### config.mk
export PLATFORM = sky130hd
export DESIGN_NAME = bbc_bus_resp
export DESIGN_NICKNAME = d
export VERILOG_FILES = /design/src/rtl/bbc_bus_pkg.sv /design/src/rtl/bbc_resp_fifo.sv /design/src/rtl/bbc_bus_resp.sv
export SDC_FILE = /design/constraint.sdc
export NUM_CORES = 1
export LEC_CHECK = 0
export BUFFER_PORTS_ARGS = -buffer_cell sky130_fd_sc_hd__buf_4
export CORE_UTILIZATION = 30
export CTS_BUF_LIST = sky130_fd_sc_hd__clkbuf_4 sky130_fd_sc_hd__clkbuf_8 sky130_fd_sc_hd__clkbuf_16
export DETAILED_ROUTE_END_ITERATION = 10
export PLACE_DENSITY = 0.51
export SLEW_MARGIN = 15
export SYNTH_ARGS = -nofsm -noshare
export SYNTH_HDL_FRONTEND = slang
export SYNTH_SLANG_ARGS = --single-unit
### constraint.sdc
create_clock -name hsclk -period 2.15 [get_ports hsclk]
set_clock_uncertainty 0.15 [all_clocks]
set_input_delay 0.43 -clock hsclk [delete_from_list [all_inputs] [get_ports hsclk]]
set_output_delay 0.43 -clock hsclk [all_outputs]
set_load 0.02 [all_outputs]
### src/rtl/bbc_bus_pkg.sv
// bbc_bus_pkg: shared FSM states, page constants, default register addresses and mailbox layout.
package bbc_bus_pkg;
  typedef enum logic [1:0] {ST_IDLE, ST_RD, ST_WR, ST_SKIP} bbc_state_t;
  localparam logic [7:0] BBC_SHEILA_PAGE = 8'hFE;
  localparam logic [7:0] BBC_DUMMY_PAGE = 8'h80;
  localparam logic [15:0] BBC_ROMSEL_ADR = 16'hFE30;
  localparam logic [15:0] BBC_MBOX_ADR = 16'hFE38;
  localparam int BBC_FIFO_DEPTH = 4;
  localparam int MBOX_OVF_BIT = 7;
  localparam int MBOX_CNT_LSB = 0;
endpackage

### src/rtl/bbc_resp_fifo.sv
// bbc_resp_fifo: synchronous FIFO with registered head; a push into an empty FIFO shows valid one cycle later.
module bbc_resp_fifo #(
  parameter int WIDTH = 16,
  parameter int DEPTH = 4
) (
  input  logic             hsclk,
  input  logic             resetb,
  input  logic             push,
  input  logic [WIDTH-1:0] din,
  input  logic             ready,
  output logic [WIDTH-1:0] head,
  output logic             head_valid,
  output logic [3:0]       count,
  output logic             full
);
  localparam int AW = $clog2(DEPTH);
  localparam logic [3:0] FULL_CNT = 4'(DEPTH);
  logic [WIDTH-1:0] mem [DEPTH];
  logic [AW-1:0] rd_ptr, wr_ptr, rd_nxt;
  logic pop, accept, empty;
  assign full = count == FULL_CNT;
  assign empty = count == 4'd0;
  assign pop = ready & head_valid;
  assign accept = push & (~full | pop);
  assign rd_nxt = rd_ptr + 1'b1;
  always_ff @(posedge hsclk)
    if (accept) mem[wr_ptr] <= din;
  // On a pop the head jumps straight to the next stored entry so it is never seen twice.
  always_ff @(posedge hsclk)
    if (!resetb) begin
      rd_ptr <= '0;
      wr_ptr <= '0;
      count <= 4'd0;
      head_valid <= 1'b0;
      head <= '0;
    end else begin
      if (accept) wr_ptr <= wr_ptr + 1'b1;
      if (pop) rd_ptr <= rd_nxt;
      count <= count + 4'(accept) - 4'(pop);
      head_valid <= pop ? count > 4'd1 : !empty;
      if (pop || !empty) head <= pop ? mem[rd_nxt] : mem[rd_ptr];
    end
endmodule

### src/rtl/bbc_bus_resp.sv
// bbc_bus_resp: BBC 1MHz bus SHEILA responder with ROM select copy, write log and mailbox.
// Define BBC_RESP_DUMMY_CNT_EN to build the page-80 read counter on dummy_cnt.
module bbc_bus_resp
  import bbc_bus_pkg::*;
#(
  parameter logic [15:0] ROMSEL_ADR = BBC_ROMSEL_ADR,
  parameter logic [15:0] MBOX_ADR = BBC_MBOX_ADR,
  parameter int FIFO_DEPTH = BBC_FIFO_DEPTH
) (
  input  logic        hsclk,
  input  logic        resetb,
  input  logic        bbc_phi2,
  input  logic [15:0] bbc_adr,
  input  logic        bbc_rnw,
  input  logic [7:0]  bbc_data_in,
  output logic [7:0]  bbc_data_out,
  output logic        bbc_data_oe,
  output logic [3:0]  romsel_q,
  output logic        wlog_valid,
  output logic [7:0]  wlog_adr,
  output logic [7:0]  wlog_data,
  input  logic        wlog_ready,
  output logic [15:0] dummy_cnt
);
  bbc_state_t state;
  logic s1, s2, s3, rise, fall, push, overflow, full, mbox_clr, rd_hit, wr_hit, ovf;
  logic [15:0] adr;
  logic [7:0] wd, mbox;
  logic [3:0] count;
  assign rise = s2 & ~s3;
  assign fall = ~s2 & s3;
  assign push = state == ST_WR && fall;
  assign overflow = push & full & ~(wlog_ready & wlog_valid);
  assign mbox_clr = state == ST_RD && fall && adr == MBOX_ADR;
  assign rd_hit = bbc_rnw && (bbc_adr == ROMSEL_ADR || bbc_adr == MBOX_ADR);
  assign wr_hit = !bbc_rnw && bbc_adr[15:8] == BBC_SHEILA_PAGE;
  always_comb begin
    mbox = 8'h00;
    mbox[MBOX_OVF_BIT] = ovf;
    mbox[MBOX_CNT_LSB +: 4] = count;
  end
  always_ff @(posedge hsclk)
    if (!resetb) begin
      s1 <= 1'b0;
      s2 <= 1'b0;
      s3 <= 1'b0;
      state <= ST_IDLE;
      adr <= 16'h0000;
      wd <= 8'h00;
      ovf <= 1'b0;
      romsel_q <= 4'h0;
      bbc_data_oe <= 1'b0;
      bbc_data_out <= 8'h00;
    end else begin
      s1 <= bbc_phi2;
      s2 <= s1;
      s3 <= s2;
      if (s1) wd <= bbc_data_in;
      ovf <= overflow | (ovf & ~mbox_clr);
      case (state)
        ST_IDLE:
          if (rise) begin
            adr <= bbc_adr;
            state <= rd_hit ? ST_RD : wr_hit ? ST_WR : ST_SKIP;
            bbc_data_oe <= rd_hit;
            if (rd_hit) bbc_data_out <= bbc_adr == ROMSEL_ADR ? {4'h0, romsel_q} : mbox;
          end
        default:
          if (fall) begin
            state <= ST_IDLE;
            bbc_data_oe <= 1'b0;
            if (state == ST_WR && adr == ROMSEL_ADR) romsel_q <= wd[3:0];
          end
      endcase
    end
  bbc_resp_fifo #(.WIDTH(16), .DEPTH(FIFO_DEPTH)) u_fifo (
    .hsclk      (hsclk),
    .resetb     (resetb),
    .push       (push),
    .din        ({adr[7:0], wd}),
    .ready      (wlog_ready),
    .head       ({wlog_adr, wlog_data}),
    .head_valid (wlog_valid),
    .count      (count),
    .full       (full)
  );
`ifdef BBC_RESP_DUMMY_CNT_EN
  logic [15:0] dcnt;
  always_ff @(posedge hsclk)
    if (!resetb) dcnt <= 16'h0000;
    else if (state == ST_IDLE && rise && bbc_rnw && bbc_adr[15:8] == BBC_DUMMY_PAGE) dcnt <= dcnt + 1'b1;
  assign dummy_cnt = dcnt;
`else
  assign dummy_cnt = 16'h0000;
`endif
endmodule

==> results of run 1 <==
## worst paths after layout
kind                      to  slack, ns
max          u_fifo.count[2]       0.15
max reg2reg  u_fifo.count[2]       0.15
min reg2reg          adr[10]       0.31
min                       s1       0.07
## state kept, by name (all words and copies together), names as in the netlist, named ones only
| signal | cells |
|---|---|
| u_fifo.mem | 64 |
| adr | 16 |
| u_fifo.head | 16 |
| wd | 8 |
| bbc_data_out | 5 |
| romsel_q | 4 |
| u_fifo.count | 4 |
| state | 2 |
| u_fifo.rd_ptr | 2 |
| u_fifo.wr_ptr | 2 |
| bbc_data_oe | 1 |
| ovf | 1 |
| s1 | 1 |
| s2 | 1 |
| s3 | 1 |
| u_fifo.head_valid | 1 |
## per-stage QoR
step | cells | setup TNS [ns] | utilization | power, mW
6_report | 776 | 0 | 0.378 | 7.41
5_1_grt | 776 | -0.00563 | 0.378 | 7.80
4_1_cts | 776 | 0 | 0.377 | 7.50
3_5_place_dp | 744 | 0 | 0.346 | 4.73
3_3_place_gp | 744 | 0 | 0.346 | 4.71
2_1_floorplan | 473 | 0 | - | 4.07
## routing by layer
metal | GRT usage | share of wire
met1 | 0.175 | 0.47
met5 | 0 | 0
met4 | 0.0659 | 0.017
met2 | 0.224 | 0.47
met3 | 0.0359 | 0.045
## power by group
part,leakage (nW),switching (mW),internal (mW)
Clock,0.299,0.994,1.77
Sequential,1.14,0.160,2.80
Combinational,1.12,0.876,0.814
Total,2.56,2.03,5.38
## cell families (layout without fill, tap and decap cells)
logic type               Yosys count  count (layout)  share of synthesized area
other                              1              19                   0.000657
AO/OA/AOI/OAI                     57              57                     0.0610
AND/OR/NAND/NOR                  147             147                      0.128
flip-flops                       131             131                      0.572
multiplexers                      47              47                      0.153
XOR/XNOR                           5               5                    0.00768
adder cells (fa/ha/maj)           12              12                     0.0276
buffers and inverters             55             124                     0.0500
## synth_stat cells, types with 2 or more instances
cell / instances / area share
sky130_fd_sc_hd__nand4bb_1: 2 / 0.0039
sky130_fd_sc_hd__xnor2_1: 2 / 0.0031
sky130_fd_sc_hd__a21o_1: 2 / 0.0026
sky130_fd_sc_hd__dfxtp_1: 67 / 0.24
sky130_fd_sc_hd__mux2i_1: 15 / 0.026
sky130_fd_sc_hd__nand2b_1: 16 / 0.018
sky130_fd_sc_hd__ha_1: 11 / 0.024
sky130_fd_sc_hd__buf_4: 19 / 0.025
sky130_fd_sc_hd__buf_1: 2 / 0.0013
sky130_fd_sc_hd__a21oi_1: 26 / 0.023
sky130_fd_sc_hd__a31oi_1: 17 / 0.019
sky130_fd_sc_hd__inv_1: 10 / 0.0066
sky130_fd_sc_hd__nor2_1: 20 / 0.013
sky130_fd_sc_hd__and2_1: 9 / 0.0099
sky130_fd_sc_hd__clkbuf_1: 17 / 0.011
sky130_fd_sc_hd__buf_2: 6 / 0.0053
sky130_fd_sc_hd__nand4_1: 2 / 0.0022
sky130_fd_sc_hd__nand2_1: 78 / 0.051
sky130_fd_sc_hd__edfxtp_1: 64 / 0.34
sky130_fd_sc_hd__xor2_1: 3 / 0.0046
sky130_fd_sc_hd__a311oi_1: 4 / 0.0061
sky130_fd_sc_hd__and3_1: 2 / 0.0022
sky130_fd_sc_hd__mux4_2: 32 / 0.13
sky130_fd_sc_hd__nor2b_1: 4 / 0.0044
## layout make-up
| class | count | area, um2 |
|---|---|---|
| well taps | 234 | 293 |
| repair buffers | 81 | 633 |
| flip-flops and latches | 131 | 3260 |
| inverters | 11 | 41.3 |
| multi-input cells | 287 | 2230 |
| fillers | 1806 | 11600 |
| clock inverters | 4 | 20.0 |
| clock buffers | 28 | 562 |
## worst max-delay path: cells and delay by family (launching register included)
kind            cells  cell delay (ns)
compound gates      1             0.25
buf+inv             1             0.05
xor+xnor            1             0.15
fa+ha+maj           2             0.57
simple gates        2             0.29
flops               1             0.42
==> flow_results.xml, run 1 <==
<?xml version="1.0" encoding="UTF-8"?>
<metrics>
  <group name="grt">
    <metric name="grt_max_degree" unit="">28</metric>
    <metric name="grt_first_pass_wirelength" unit="um">20100</metric>
    <metric name="grt_pass1_vias" unit="">3721</metric>
    <metric name="number_of_antenna_violations_at_the_first_check_in_global_routing" unit="">0</metric>
    <metric name="grt-ovfl-total" unit="">0</metric>
    <metric name="grt.total_usage" unit="">0.139</metric>
  </group>
  <group name="critical_path">
    <metric name="critical_path.cell_chain" unit="">nand4bb_1, a31oi_2, ha_1, inv_1, fa_1, xor2_1, nor2_1</metric>
    <metric name="worst_path_max_delay_cell" unit="">sky130_fd_sc_hd__dfxtp_1</metric>
    <metric name="critical-path-max-stage-delay" unit="ns">0.42</metric>
    <metric name="setup.worst_path.start_class" unit="">flop</metric>
    <metric name="criticalPathCategory" unit="">flop to flop</metric>
    <metric name="worstPathMaxFanout" unit="">6</metric>
    <metric name="worstSetupEndpointType" unit="">flop</metric>
    <metric name="r2r_start" unit="">state[1]</metric>
    <metric name="critical_path_required" unit="ns">2.31</metric>
    <metric name="cp.arrival" unit="ns">2.15</metric>
    <metric name="origin_of_the_worst_setup_path" unit="">state[1]</metric>
    <metric name="r2r.worst_path.cells" unit="">7</metric>
  </group>
  <group name="timing">
    <metric name="max_clock_freq" unit="MHz">500</metric>
    <metric name="timing_hold_violations_final" unit="">0</metric>
    <metric name="maxSlewViolCount" unit="">0</metric>
    <metric name="relSlewSlack" unit="">0.564</metric>
    <metric name="fin_worst_hold_slack" unit="ns">0.0749</metric>
    <metric name="setup_viol_count_final" unit="">0</metric>
    <metric name="postLayoutSetupSlackWorst" unit="ns">0.152</metric>
    <metric name="max_slew.worst_pin.slew" unit="ns">0.654</metric>
    <metric name="fin_crit" unit="ns">2.00</metric>
    <metric name="period_share" unit="">0.929</metric>
  </group>
  <group name="clock_tree">
    <metric name="cts.hold.buffers_added" unit="">0</metric>
    <metric name="numClockSinks" unit="">131</metric>
    <metric name="cts_htree_levels" unit="">4</metric>
    <metric name="ctsRootBufferMaster" unit="">sky130_fd_sc_hd__clkbuf_16</metric>
    <metric name="cts_setup_buffers" unit="">0</metric>
    <metric name="cts.path.max_buffers" unit="">2</metric>
    <metric name="tritoncts_clock_tree" unit="">yes</metric>
    <metric name="clkTransAtPathRegs" unit="ns">0.05</metric>
    <metric name="clkLatencyLatePin" unit="ns">0.41</metric>
    <metric name="cts-buffers-inserted" unit="">17</metric>
    <metric name="cts_resized" unit="">0</metric>
  </group>
  <group name="finish">
    <metric name="nNetsFinal" unit="">570</metric>
    <metric name="final_cell_area_excluding_filler_cells" unit="um2">7040</metric>
    <metric name="num_antenna_cells" unit="">0</metric>
    <metric name="most_common_library_cell_in_the_layout_ignoring_fill_and_taps" unit="">sky130_fd_sc_hd__buf_4</metric>
    <metric name="area_growth" unit="%">23.4</metric>
    <metric name="highest_count_cells_in_the_layout_ignoring_fill_and_taps" unit="">sky130_fd_sc_hd__buf_4 (79), sky130_fd_sc_hd__nand2_1 (78), sky130_fd_sc_hd__dfxtp_1 (67)</metric>
    <metric name="drive_gt1_frac" unit="">0.282</metric>
  </group>
  <group name="floorplan">
    <metric name="top_level_ports" unit="">75</metric>
    <metric name="fp.dieArea" unit="um2">19600</metric>
    <metric name="die_y" unit="um">140</metric>
    <metric name="initial_utilization" unit="">0.306</metric>
    <metric name="die_width" unit="um">140</metric>
    <metric name="std_cell_rows" unit="">50</metric>
    <metric name="core_area" unit="um2">18600</metric>
  </group>
  <group name="placement">
    <metric name="dpl-instance-area" unit="um2">6450</metric>
    <metric name="port_buf_inserts" unit="">55</metric>
    <metric name="hpwl" unit="um">8700</metric>
    <metric name="gp_routability_congestion" unit="">0.728</metric>
    <metric name="preCtsSetupSlack" unit="ns">0.0459</metric>
  </group>
  <group name="synthesis">
    <metric name="synth_warnings" unit="">0</metric>
    <metric name="postSynthCellCount" unit="">455</metric>
    <metric name="synth_seq_cells" unit="">131</metric>
    <metric name="synth_area_per_cell" unit="um2">12.5</metric>
    <metric name="syn-cell-area" unit="um2">5700</metric>
    <metric name="sequential_cell_area_fraction_in_the_yosys_report" unit="">0.572</metric>
    <metric name="netlist-cell-type-count" unit="">49</metric>
    <metric name="ys_dominant_reg_cell" unit="">sky130_fd_sc_hd__dfxtp_1</metric>
    <metric name="synth_async_sr_flop_share" unit="">0</metric>
    <metric name="number_of_enable_type_register_cells_in_the_synthesized_netlist" unit="">64</metric>
  </group>
  <group name="power">
    <metric name="vdd.ir_drop.worst" unit="V">0.000569</metric>
    <metric name="p_per_area" unit="nW/um2">1050</metric>
    <metric name="power.static_leakage" unit="nW">2.56</metric>
  </group>
  <group name="detailed_routing">
    <metric name="detailedRoute.firstPassIterationCount" unit="">4</metric>
    <metric name="drt-vias-per-instance" unit="">4.76</metric>
    <metric name="final_antenna_net_count" unit="">0</metric>
    <metric name="post_drt_wl_per_cell" unit="um">16.3</metric>
    <metric name="vias" unit="">3695</metric>
    <metric name="drcViolationCount" unit="">0</metric>
    <metric name="detailedRoute.firstIterationViolations" unit="">208</metric>
    <metric name="totalWireLength" unit="um">12700</metric>
  </group>
  <group name="run_status">
    <metric name="run_status" unit="">completed</metric>
  </group>
  <group name="min_path">
    <metric name="worst_hold_startpoint" unit="">bbc_phi2</metric>
    <metric name="hold_class" unit="">primary input to flop</metric>
    <metric name="hold-path-cell-count" unit="">2</metric>
  </group>
  <group name="job">
    <metric name="maxCapViolCount" unit="">0</metric>
  </group>
</metrics>
No activity file was read; power rests on OpenSTA's default activity.
==> run 2: changes to the inputs <==
GPL_TIMING_DRIVEN = 0   (was not set)
==> run 2 against run 1 <==
Compared with the run above:
- via count shrank 1.0%
- non-clock buffer count up 18
- critical path type unchanged
- sequential power shrank 1%
- power down 0.31%
- combinational power about the same
- critical path depth is 3 lower
- highest routed layer unchanged
- wire length grew 3.4%
==> flow_results.xml, run 2 (synthesis results as in run 1) <==
<?xml version="1.0" encoding="UTF-8"?>
<metrics>
  <group name="run_status">
    <metric name="run_status" unit="">completed</metric>
  </group>
  <group name="clock_tree">
    <metric name="clkTransAtPathRegs" unit="ns">0.05</metric>
    <metric name="ctsRootBufferMaster" unit="">sky130_fd_sc_hd__clkbuf_16</metric>
    <metric name="cts-buffers-inserted" unit="">17</metric>
    <metric name="cts.hold.buffers_added" unit="">0</metric>
    <metric name="cts.path.max_buffers" unit="">2</metric>
    <metric name="cts_htree_levels" unit="">4</metric>
    <metric name="tritoncts_clock_tree" unit="">yes</metric>
    <metric name="clkLatencyLatePin" unit="ns">0.41</metric>
    <metric name="numClockSinks" unit="">131</metric>
  </group>
  <group name="grt">
    <metric name="grt_max_degree" unit="">17</metric>
    <metric name="grt_pass1_vias" unit="">3707</metric>
    <metric name="grt_first_pass_wirelength" unit="um">20500</metric>
    <metric name="grt.total_usage" unit="">0.143</metric>
    <metric name="grt-ovfl-total" unit="">0</metric>
    <metric name="number_of_antenna_violations_at_the_first_check_in_global_routing" unit="">0</metric>
  </group>
  <group name="power">
    <metric name="power" unit="mW">7.39</metric>
    <metric name="vdd.ir_drop.worst" unit="V">0.000606</metric>
    <metric name="p_per_area" unit="nW/um2">1040</metric>
    <metric name="power.static_leakage" unit="nW">2.60</metric>
  </group>
  <group name="floorplan">
    <metric name="std_cell_rows" unit="">50</metric>
    <metric name="initial_utilization" unit="">0.306</metric>
    <metric name="fp.dieArea" unit="um2">19600</metric>
    <metric name="top_level_ports" unit="">75</metric>
    <metric name="die_y" unit="um">140</metric>
    <metric name="core_area" unit="um2">18600</metric>
    <metric name="die_width" unit="um">140</metric>
  </group>
  <group name="critical_path">
    <metric name="worstPathBufferInverterCount" unit="">1</metric>
    <metric name="worst_path_max_delay_cell" unit="">sky130_fd_sc_hd__and2_2</metric>
    <metric name="path_delay_family" unit="">simple AND/OR/NAND/NOR gates</metric>
    <metric name="worst-path-stages" unit="">4</metric>
    <metric name="criticalPathCategory" unit="">flop to flop</metric>
    <metric name="cp.arrival" unit="ns">1.95</metric>
    <metric name="worstSetupEndpointType" unit="">flop</metric>
    <metric name="critical_path_required" unit="ns">2.05</metric>
    <metric name="critical-path-max-stage-delay" unit="ns">0.46</metric>
    <metric name="r2r.worst_path.cells" unit="">4</metric>
    <metric name="critical_path.cell_chain" unit="">nand4bb_1, a31oi_4, buf_4, and2_2</metric>
    <metric name="setup.worst_path.start_class" unit="">flop</metric>
    <metric name="worstPathMaxFanout" unit="">16</metric>
  </group>
  <group name="timing">
    <metric name="fin_crit" unit="ns">2.05</metric>
    <metric name="relSlewSlack" unit="">0.504</metric>
    <metric name="final.setup.tns" unit="ns">0</metric>
    <metric name="fin_worst_hold_slack" unit="ns">0.0758</metric>
    <metric name="timing_hold_violations_final" unit="">0</metric>
    <metric name="maxSlewViolCount" unit="">0</metric>
    <metric name="postLayoutSetupSlackWorst" unit="ns">0.105</metric>
    <metric name="period_share" unit="">0.951</metric>
    <metric name="max_slew.worst_pin.slew" unit="ns">0.744</metric>
    <metric name="max_clock_freq" unit="MHz">489</metric>
    <metric name="setup_viol_count_final" unit="">0</metric>
  </group>
  <group name="detailed_routing">
    <metric name="detailedRoute.firstPassIterationCount" unit="">4</metric>
    <metric name="vias" unit="">3658</metric>
    <metric name="final_antenna_net_count" unit="">0</metric>
    <metric name="drcViolationCount" unit="">0</metric>
    <metric name="drt-vias-per-instance" unit="">4.61</metric>
    <metric name="detailedRoute.firstIterationViolations" unit="">287</metric>
    <metric name="post_drt_wl_per_cell" unit="um">16.5</metric>
    <metric name="totalWireLength" unit="um">13100</metric>
  </group>
  <group name="min_path">
    <metric name="hold_class" unit="">primary input to flop</metric>
    <metric name="hold-path-cell-count" unit="">2</metric>
  </group>
  <group name="finish">
    <metric name="highest_count_cells_in_the_layout_ignoring_fill_and_taps" unit="">sky130_fd_sc_hd__buf_4 (78), sky130_fd_sc_hd__nand2_1 (77), sky130_fd_sc_hd__dfxtp_1 (66)</metric>
    <metric name="num_antenna_cells" unit="">0</metric>
    <metric name="final_cell_area_excluding_filler_cells" unit="um2">7130</metric>
    <metric name="registers.top_by_ff_count" unit="">u_fifo.mem</metric>
    <metric name="largest_registers" unit="">u_fifo.mem: 64 flops, adr: 16 flops, u_fifo.head: 16 flops</metric>
    <metric name="register_area" unit="um2">3260</metric>
    <metric name="nFillCells" unit="">1814</metric>
    <metric name="largest_register_ff_count" unit="">64</metric>
    <metric name="area_taken_by_multi_input_logic_gates" unit="um2">2270</metric>
    <metric name="nNetsFinal" unit="">588</metric>
    <metric name="area_growth" unit="%">25.1</metric>
    <metric name="post-route-util" unit="">0.383</metric>
    <metric name="drive_gt1_frac" unit="">0.295</metric>
    <metric name="most_common_library_cell_in_the_layout_ignoring_fill_and_taps" unit="">sky130_fd_sc_hd__buf_4</metric>
    <metric name="finalNonFillerCells" unit="">794</metric>
  </group>
  <group name="placement">
    <metric name="dpl-instance-area" unit="um2">6480</metric>
    <metric name="gp_routability_congestion" unit="">0.729</metric>
    <metric name="preCtsSetupSlack" unit="ns">-0.614</metric>
    <metric name="port_buf_inserts" unit="">55</metric>
    <metric name="dp.cells" unit="">762</metric>
    <metric name="hpwl" unit="um">8980</metric>
  </group>
  <group name="job">
    <metric name="maxCapViolCount" unit="">0</metric>
  </group>
</metrics>
==> run 2: timing repair <==
item / 4_1_cts / 5_1_grt
pin swaps: 0 / 1
buffers inserted: 0 / 3
setup endpoints to repair: 78 / 77
resized for setup: 14 / 9
gates cloned: 0 / 0
hold endpoints to repair: 0 / 0
==> run 2: area by class of cell <==
cell class / count / area share
sequential: 131 / 0.458
multi-input combinational: 287 / 0.318
clock buffer: 27 / 0.0745
timing repair buffer: 58 / 0.0610
tap: 234 / 0.0410
buffer: 41 / 0.0353
clock inverter: 5 / 0.00666
inverter: 11 / 0.00579
==> run 2: path summary, 6_finish.rpt <==
| check | from | slack, ns | to |
|---|---|---|---|
| worst max-delay path | state[1] | 0.10 | u_fifo.mem[1][8] |
| worst min register to register | adr[9] | 0.30 | adr[9] |
| worst max register to register | state[1] | 0.10 | u_fifo.mem[1][8] |
| worst min-delay path | bbc_phi2 | 0.08 | s1 |
==> run 2: worst register-to-register path, stage by stage, from the launching register on <==
cell and delay [ns]:
sky130_fd_sc_hd__dfxtp_1 0.41, sky130_fd_sc_hd__nand4bb_1 0.26, sky130_fd_sc_hd__a31oi_4 0.23, sky130_fd_sc_hd__buf_4 0.16, sky130_fd_sc_hd__and2_2 0.46
==> run 2: metal layers <==
metal | vias up | global-route usage | share of wire
li1 | 1798 | - | -
met1 | 1753 | 0.192 | 0.48
met2 | 97 | 0.221 | 0.47
met3 | 10 | 0.0400 | 0.043
met4 | 0 | 0.0503 | 0.010
met5 | - | 0 | 0
==> run 2: where the power goes <==
part           switching [mW]  internal [mW]
sequential              0.127           2.80
clock                   0.974           1.79
combinational           0.933          0.762
total                    2.03           5.35
